--- src/rtl/seq_det_pkg.sv ---
// Shared types and width helpers for the programmable serial sequence detector.
// The struct field widths follow the package defaults; instantiate the
// detector with SEQ_W/CNT_W matching SEQ_DET_SEQ_W/SEQ_DET_CNT_W.
package seq_det_pkg;

    localparam int unsigned SEQ_DET_SEQ_W = 5;
    localparam int unsigned SEQ_DET_CNT_W = 8;

    // Bits needed to hold a length value in 0..w
    function automatic int unsigned len_width(input int unsigned w);
        return $clog2(w + 1);
    endfunction

    localparam int unsigned SEQ_DET_LEN_W = len_width(SEQ_DET_SEQ_W);

    typedef enum logic [1:0] {
        IDLE,
        LOADED,
        ARMED,
        DONE
    } seq_det_state_e;

    typedef struct packed {
        logic [SEQ_DET_SEQ_W-1:0] pattern;
        logic [SEQ_DET_LEN_W-1:0] len;
        logic [SEQ_DET_CNT_W-1:0] target;
        logic                     overlap;
    } seq_det_cfg_t;

endpackage

--- src/rtl/seq_detect_ctrl_matcher.sv ---
// seq_matcher: shift register, fill counter and masked pattern compare.
// hit is combinational and describes the bit being shifted in this cycle.
module seq_matcher
    import seq_det_pkg::*;
#(
    parameter int unsigned SEQ_W = SEQ_DET_SEQ_W,
    parameter int unsigned LEN_W = len_width(SEQ_W)
) (
    input  logic             clk,
    input  logic             reset,
    input  logic             clear,
    input  logic             shift_en,
    input  logic             overlap,
    input  logic             din,
    input  logic [SEQ_W-1:0] pattern,
    input  logic [LEN_W-1:0] len,
    output logic             hit
);

    logic [SEQ_W-1:0] sh;
    logic [SEQ_W-1:0] sh_n;
    logic [SEQ_W-1:0] mask;
    logic [LEN_W-1:0] fill;
    logic [LEN_W-1:0] fill_n;

    // Next shift/fill values and the masked compare against the pattern
    always_comb begin
        sh_n   = {sh[SEQ_W-2:0], din};
        fill_n = (fill >= len) ? len : fill + LEN_W'(1);
        mask   = ~({SEQ_W{1'b1}} << len);
        hit    = shift_en && (fill_n == len) && (((sh_n ^ pattern) & mask) == '0);
    end

    // History register; a non-overlapping hit restarts the window from empty
    always_ff @(posedge clk or posedge reset) begin
        if (reset) begin
            sh   <= '0;
            fill <= '0;
        end else if (clear) begin
            sh   <= '0;
            fill <= '0;
        end else if (shift_en) begin
            if (hit && !overlap) begin
                sh   <= '0;
                fill <= '0;
            end else begin
                sh   <= sh_n;
                fill <= fill_n;
            end
        end
    end

endmodule

--- src/rtl/seq_detect_ctrl.sv ---
// seq_detect_ctrl: run-time controller for the serial sequence detector.
// Optional idle timeout is built when SEQ_DET_TIMEOUT_EN is defined.
module seq_detect_ctrl
    import seq_det_pkg::*;
#(
    parameter int unsigned SEQ_W = SEQ_DET_SEQ_W,
    parameter int unsigned CNT_W = SEQ_DET_CNT_W,
    parameter int unsigned TO_W  = 16
) (
    input  logic                       clk,
    input  logic                       reset,
    input  logic                       cfg_valid,
    output logic                       cfg_ready,
    input  logic [SEQ_W-1:0]           cfg_pattern,
    input  logic [$clog2(SEQ_W+1)-1:0] cfg_len,
    input  logic [CNT_W-1:0]           cfg_target,
    input  logic                       cfg_overlap,
    input  logic                       start,
    input  logic                       abort,
    input  logic                       din_valid,
    input  logic                       din,
    input  logic [TO_W-1:0]            to_limit,
    output logic                       match,
    output logic [CNT_W-1:0]           match_cnt,
    output logic                       busy,
    output logic                       done,
    output logic                       timeout
);

    localparam int unsigned LEN_W = len_width(SEQ_W);
    localparam logic [LEN_W-1:0] LEN_MAX = LEN_W'(SEQ_W);

    seq_det_state_e   state;
    seq_det_cfg_t     cfg_q;
    seq_det_cfg_t     cfg_in;
    logic             match_q;
    logic [CNT_W-1:0] cnt;
    logic             done_q;
    logic             cfg_hs;
    logic             arm;
    logic             shift_en;
    logic             hit;
    logic             to_hit;

    // Handshake/arm decode and latch-time length clamp
    always_comb begin
        cfg_hs         = cfg_valid && (state != ARMED);
        arm            = start && ((state == LOADED) || (state == DONE));
        shift_en       = (state == ARMED) && din_valid && !abort;
        cfg_in.pattern = cfg_pattern;
        cfg_in.len     = ((cfg_len == '0) || (cfg_len > LEN_MAX)) ? LEN_MAX : cfg_len;
        cfg_in.target  = cfg_target;
        cfg_in.overlap = cfg_overlap;
    end

    seq_matcher #(
        .SEQ_W (SEQ_W),
        .LEN_W (LEN_W)
    ) u_matcher (
        .clk      (clk),
        .reset    (reset),
        .clear    (arm),
        .shift_en (shift_en),
        .overlap  (cfg_q.overlap),
        .din      (din),
        .pattern  (cfg_q.pattern),
        .len      (cfg_q.len),
        .hit      (hit)
    );

`ifdef SEQ_DET_TIMEOUT_EN
    logic [TO_W-1:0] idle_cnt;
    logic            timeout_q;

    // Idle-cycle limit reached this cycle (a match or abort takes precedence)
    always_comb begin
        to_hit = (state == ARMED) && !abort && !(shift_en && hit) &&
                 (to_limit != '0) && ((idle_cnt + TO_W'(1)) == to_limit);
    end

    // Idle counter: restarts on arming and on every match
    always_ff @(posedge clk or posedge reset) begin
        if (reset) begin
            idle_cnt <= '0;
        end else if (arm || (shift_en && hit)) begin
            idle_cnt <= '0;
        end else if (state == ARMED) begin
            idle_cnt <= idle_cnt + TO_W'(1);
        end
    end

    // Sticky timeout flag, cleared by the next start or configuration load
    always_ff @(posedge clk or posedge reset) begin
        if (reset) begin
            timeout_q <= 1'b0;
        end else if (arm || cfg_hs) begin
            timeout_q <= 1'b0;
        end else if (to_hit) begin
            timeout_q <= 1'b1;
        end
    end

    assign timeout = timeout_q;
`else
    logic unused_to_limit;

    assign unused_to_limit = ^to_limit;
    assign to_hit          = 1'b0;
    assign timeout         = 1'b0;
`endif

    // Controller FSM with registered match pulse, counter and done level
    always_ff @(posedge clk or posedge reset) begin
        if (reset) begin
            state   <= IDLE;
            cfg_q   <= '0;
            match_q <= 1'b0;
            cnt     <= '0;
            done_q  <= 1'b0;
        end else begin
            match_q <= 1'b0;
            unique case (state)
                IDLE: begin
                    if (cfg_hs) begin
                        cfg_q <= cfg_in;
                        state <= LOADED;
                    end
                end
                LOADED, DONE: begin
                    if (start) begin
                        state  <= ARMED;
                        cnt    <= '0;
                        done_q <= 1'b0;
                    end else if (cfg_hs) begin
                        cfg_q  <= cfg_in;
                        state  <= LOADED;
                        done_q <= 1'b0;
                    end
                end
                ARMED: begin
                    if (abort) begin
                        state <= LOADED;
                    end else if (shift_en && hit) begin
                        match_q <= 1'b1;
                        cnt     <= (cnt == '1) ? cnt : cnt + CNT_W'(1);
                        if ((cfg_q.target != '0) && ((cnt + CNT_W'(1)) == cfg_q.target)) begin
                            state  <= DONE;
                            done_q <= 1'b1;
                        end
                    end else if (to_hit) begin
                        state  <= DONE;
                        done_q <= 1'b1;
                    end
                end
                default: state <= IDLE;
            endcase
        end
    end

    assign cfg_ready = (state != ARMED);
    assign busy      = (state == ARMED);
    assign done      = done_q;
    assign match     = match_q;
    assign match_cnt = cnt;

endmodule

--- config.mk ---
export PLATFORM = sky130hd
export DESIGN_NAME = seq_detect_ctrl
export DESIGN_NICKNAME = d
export VERILOG_FILES = /design/src/rtl/seq_det_pkg.sv /design/src/rtl/seq_detect_ctrl_matcher.sv /design/src/rtl/seq_detect_ctrl.sv
export SDC_FILE = /design/constraint.sdc
export NUM_CORES = 1
export LEC_CHECK = 0
export CORE_MARGIN = 1.5
export CORE_UTILIZATION = 49
export CTS_CLUSTER_SIZE = 24
export DETAILED_ROUTE_END_ITERATION = 6
export PLACE_DENSITY_LB_ADDON = 0.2
export SYNTH_ARGS = -nofsm -noshare
export SYNTH_HDL_FRONTEND = slang
export SYNTH_SLANG_ARGS = --single-unit
--- constraint.sdc ---
create_clock -name clk -period 2.6 [get_ports clk]
set_clock_uncertainty 0.1 [all_clocks]
set_input_delay 0.78 -clock clk [delete_from_list [all_inputs] [get_ports clk]]
set_output_delay 0.78 -clock clk [all_outputs]
set_load 0.03 [all_outputs]
# --- Word-level counts from Yosys, hierarchy flattened ---
# Cells that the tools add are included.
op_classes:
  addsub: 2
  order_cmp: 2
  n_eq_ne: 16
  shift: 1
  mux: 31
  n_bitwise: 3
  reduce_logical: 25
ops:
  columns: ["operator", "n"]
  rows:
  - ["$mux W17", 2]
  - ["$pmux W17 S2", 1]
  - ["$mux W8", 4]
  - ["$pmux W8 S2", 1]
  - ["$mux W3", 5]
  - ["$mux W4", 3]
  - ["$mux W2", 5]
  - ["$ne A2 B2 Y1 const B", 5]
  - ["$reduce_and A5 Y1", 2]
  - ["$logic_and A1 B1 Y1", 9]
  - ["$add A8 B1 Y8 const B", 1]
  - ["$eq A8 B8 Y1", 1]
  - ["$eq A8 B8 Y1 const B", 1]
  - ["$mux W1", 8]
  - ["$reduce_bool A8 Y1", 1]
  - ["$ne A3 B2 Y1 const B", 2]
  - ["$pmux W2 S3", 1]
  - ["$reduce_bool A2 Y1", 3]
  - ["$and A5 B5 Y5", 1]
  - ["$logic_not A5 Y1", 1]
  - ["$not A5 Y5", 1]
  - ["$shl A5 B3 Y5 const A", 1]
  - ["$xor A5 B5 Y5", 1]
  - ["$eq A2 B2 Y1 const B", 2]
  - ["14 further kinds", 18]
word_totals:
  regBits: 36
  inputBits: 40
  out_inout_bits: 13
  wordCells: 90

# --- Logic depth before layout (Yosys ltp) ---
logic_depth:
  ltp_word: 9
  depth_mapped: 9
  ltp_nobuf: 9

# --- Modules after synthesis ---
# A second synthesis with hierarchy kept.
unflattened:
  hier_cells: 208
  area_unflattened_um2: 2104.5
by_module_without_submodules:
  columns: ["module", "n_inst", "cells_per_inst", "area_each_um2", "seq_area_each_um2"]
  rows:
  - ["seq_detect_ctrl", 1, 146, 1526.5, 725.7]
  - ["seq_matcher", 1, 62, 578.1, 175.2]

# --- Least setup slack after synthesis ---
# No wires, ideal clock.
synth_timing:
  kind: "reg-to-reg"
  startpoint: "register cnt[1], in the netlist match_cnt[1]"
  endpoint: "register state[0]"
  setup_time_ps: 77
  t_arrival_ps: 2210
  required_time_ps: 2423
  setup_slack_ps: 212
  stages_incl_launch_ff: 8
  n_path_buf: 0
  synth_period_minus_slack_ps: 2388
  path_cell_list: "dfrtp_1 ha_1 nand3_4 o21a_1 or4_4 a221oi_2 nand4_1 a21oi_1"
synth_between:
  elab_chain_cells: 5
synth_lines:
  columns: ["element", "line", "source"]
  rows:
  - ["from (decl)", "seq_detect_ctrl.sv:37", "logic [CNT_W-1:0] cnt;"]
  - ["from (signal assigned)", "seq_detect_ctrl.sv:145", "cnt <= (cnt == '1) ? cnt : cnt + CNT_W'(1);"]
  - ["$add A8 B1 Y8", "seq_detect_ctrl.sv:146", "if ((cfg_q.target != '0) && ((cnt + CNT_W'(1)) == cfg_q.target)) begin"]
  - ["$eq A8 B8 Y1", "seq_detect_ctrl.sv:146", null]
  - ["$logic_and A1 B1 Y1", "seq_detect_ctrl.sv:146", null]
  - ["$ne A3 B2 Y1 (no line)", null, null]
  - ["$reduce_and A2 Y1 (no line)", null, null]
  - ["to (signal assigned)", "seq_detect_ctrl.sv:147", "state <= DONE;"]
  - ["to (signal assigned)", "seq_detect_ctrl.sv:151", "state <= DONE;"]
  - ["to (signal assigned)", "seq_detect_ctrl.sv:155", "default: state <= IDLE;"]
  - ["to (decl)", "seq_detect_ctrl.sv:33", "seq_det_state_e state;"]
# Every way passes these cells.
# A chain may end at the register's enable or synchronous reset.

# --- Worst setup path in the final report ---
layout_timing:
  startpoint: "register cnt[2], in the netlist match_cnt[2]"
  endpoint: "output port match_cnt[2]"
layout_rtl:
  columns: ["element", "line", "source"]
  rows:
  - ["to (decl)", "seq_detect_ctrl.sv:24", "output logic [CNT_W-1:0] match_cnt,"]
# No word-level cell between the ends.

==> impl_metrics.tcl <==
set metrics [dict create \
    grt_usage_pct 21.5 \
    period_share_pct 94.6 \
    wl_um 4850 \
    antenna_found_initial 0 \
    wl_met3_um 292 \
    synth_warnings 0 \
    finalNonFillerCells 334 \
    r2r_cells 7 \
    root_buffer "clkbuf_8" \
    hp-class "reg -> reg" \
    critPathMaxStageDelay_ns 0.74 \
    htreeDepth 2 \
    cp.arrival_ns 1.58 \
    ys_types 49 \
    synthMostInstantiatedCell "dfrtp_1" \
    firstDrtPassIters 4 \
    syn_nets 274 \
    reg2reg_slack_ns 0.27 \
    synth.ff_latch_count 36 \
    wl_met2_um 2150 \
    ctsHoldBuffers 0 \
    synth_seq_area_share_pct 41.7 \
    nets 328 \
    worstReg2RegEnd "state[0]" \
    slew_violations 0 \
    drv_cap 0 \
    path_class "reg -> out" \
    hold_viol 0 \
    static-leakage-power_uw 0.00114 \
    gp_congestion 0.894 \
    setup_viol 0 \
    cp-start-kind "flop" \
    cts_tree "yes" \
    synthArstFlopShare_pct 100 \
    period_minus_slack_ns 2.46 \
    yosysTopAreaCellShare_pct 41.7 \
    cts.sinks 36 \
    grt_pass1_wl_um 8420 \
    drcViolationCount 0 \
    grt-ovfl-total 0 \
    critPathTopFamily "buffers and inverters" \
    p_per_area_nw_per_um2 883 \
    setup_tns_ns 0 \
    netlist_area_um2 2160 \
    synth_commonest_cells "dfrtp_1 (36), nand2_1 (35), mux2_2 (14), nor2_1 (11)" \
    clk_latency_ns 0.29 \
    dpl_cell_area_um2 2680 \
    crit_cells 1 \
    crit_slowest_cell "clkdlybuf4s50_1" \
    initial_utilization_pct 52.4 \
    run_status "completed" \
    wl_per_cell_um 14.5 \
    grt_max_degree 37 \
    diodes 0 \
    areaGrowthSynthToFinish_pct 29.4 \
    drt_iter0_drc 172 \
    avgSynthCellArea_um2 9.42 \
    synth_area_leaders "dfrtp_1 (42%), mux2_2 (7.3%), nand2_1 (6.1%), xnor2_1 (3.7%), o311ai_1 (3.2%)" \
    post-place-ws_ns -0.201 \
    cp-end-kind "primary output" \
    dr.max_layer_used "met4" \
    clock_path_buffers 2 \
    final.setup.worst_slack_ns 0.141 \
    ys.flop_type "dfrtp_1" \
    die_y_um 69.4 \
    cp.required_ns 1.72 \
    dp_hpwl_um 3620 \
    crit_chain "clkdlybuf4s50_1" \
    grt_pass1_vias 1769 \
    core_um2 4120 \
    dieArea_um2 4810 \
    io_pins 53 \
    die_w_um 69.4 \
    holdCritStartpoint "done" \
    num_vias 1946 \
    dp.cells 326 \
    fin_area_um2 2790 \
    finalPower_uw 2470 \
    r2r-start "match_cnt[0]" \
    synth_edf_count 0 \
    peakVddDrop_uv 571 \
    portBuffers 35 \
    critPathBufInv 1 \
    min_delay_path_depth 2 \
    routedLengthMet1_um 2350 \
    min_to "done" \
    rows 23 \
    drive_gt1_share_pct 18.0 \
    cts_buffers 5 \
    ant_nets 0 \
    path_clk_slew_ns 0.08 \
    rsz0062_at_grt "false" \
    vias_per_cell 5.83 \
    cp_max_fo 11 \
    fmax_mhz 407 \
    synth_top_area_cell "dfrtp_1" \
    syn_inst 229 \
]
[worst register-to-register path: stages, from the launching register on]
cell	delay [ns]
dfrtp_1	0.38
ha_1	0.26
nand3_4	0.12
o21a_1	0.22
or4_4	0.52
a221oi_2	0.28
nand4_1	0.18
a21oi_1	0.20
[worst max path at each step]
stage / startpoint / to / slack [ns]
after global routing: din / match_cnt[3] / 0.01
final: match_cnt[2] / match_cnt[2] / 0.14
after floorplan: match_cnt[1] / state[0] / 0.21
after global placement: din / match_cnt[5] / -0.12
after detailed placement: din / match_cnt[7] / -0.20
after CTS: din / match_cnt[7] / 0.1
[layer usage]
metal / track usage [%] / up-vias
met4: 6.10 / 0
met3: 3.49 / 9
met1: 32.4 / 931
li1: - / 947
met2: 31.8 / 59
met5: 0 / -
[flip-flops by register name, indices dropped and copies added (netlist names)]
name and count:
cfg_q 17, match_cnt 8, u_matcher.sh 4, u_matcher.fill 3
state 2, done 1, match 1
[per-stage QoR]
step / utilization [%] / hold WS (ns)
2_1_floorplan: - / 0.369
3_3_place_gp: 65.0 / 0.364
3_5_place_dp: 65.0 / 0.365
4_1_cts: 67.6 / 0.393
5_1_grt: 67.9 / 0.419
6_report: 67.9 / 0.383
[layout make-up]
class	count	area [um^2]
well taps	50	62.6
repair buffers	56	505
inverters	8	30.0
fillers	347	1320
clock inverters	3	42.5
multi-input cells	176	1180
clock buffers	5	68.8
flip-flops and latches	36	901
[repair_timing]
| action | 4_1_cts | 5_1_grt |
|---|---|---|
| pin swaps | 0 | 1 |
| buffers inserted | 0 | 0 |
| setup endpoints to repair | 2 | 8 |
| gates resized for setup | 2 | 3 |
[power breakdown]
part	switching [uW]	total [uW]	internal, uW
Clock	213	497	284
Sequential	175	902	728
Combinational	543	1070	525
Total	930	2470	1540
[cells in the final DEF, fill, tap and decap left out, types with 2 or more instances in the layout]
cell type / n
dfrtp_1: 36
nand2_1: 35
clkdlybuf4s50_1: 33
buf_4: 21
mux2_2: 14
nor2_1: 11
xnor2_1: 9
a21oi_1: 9
o311ai_1: 8
inv_1: 7
o211ai_1: 7
nand3_1: 6
nor3_1: 6
o21ai_0: 6
nand2b_1: 5
o21ai_1: 5
o31ai_1: 5
or3_1: 5
ha_1: 5
clkbuf_8: 5
nand4_1: 4
and2_1: 3
xor2_1: 3
o21a_1: 3
nor2b_1: 2
nor4_1: 2
a31oi_1: 2
dlygate4sd2_1: 2
[logic make-up after synthesis]
group                      count (synthesis)  synth area share [%]
AOI/OAI and AO/OA                         55                  18.0
xor gates and xnor gates                  12                  4.87
adders and majority gates                  5                  2.90
buffers and inverters                     17                  3.88
DFF                                       36                  41.7
muxes                                     15                  7.77
other                                      1                 0.174
and+or+nand+nor                           88                  20.7
Power figures use the tool's default switching activity.
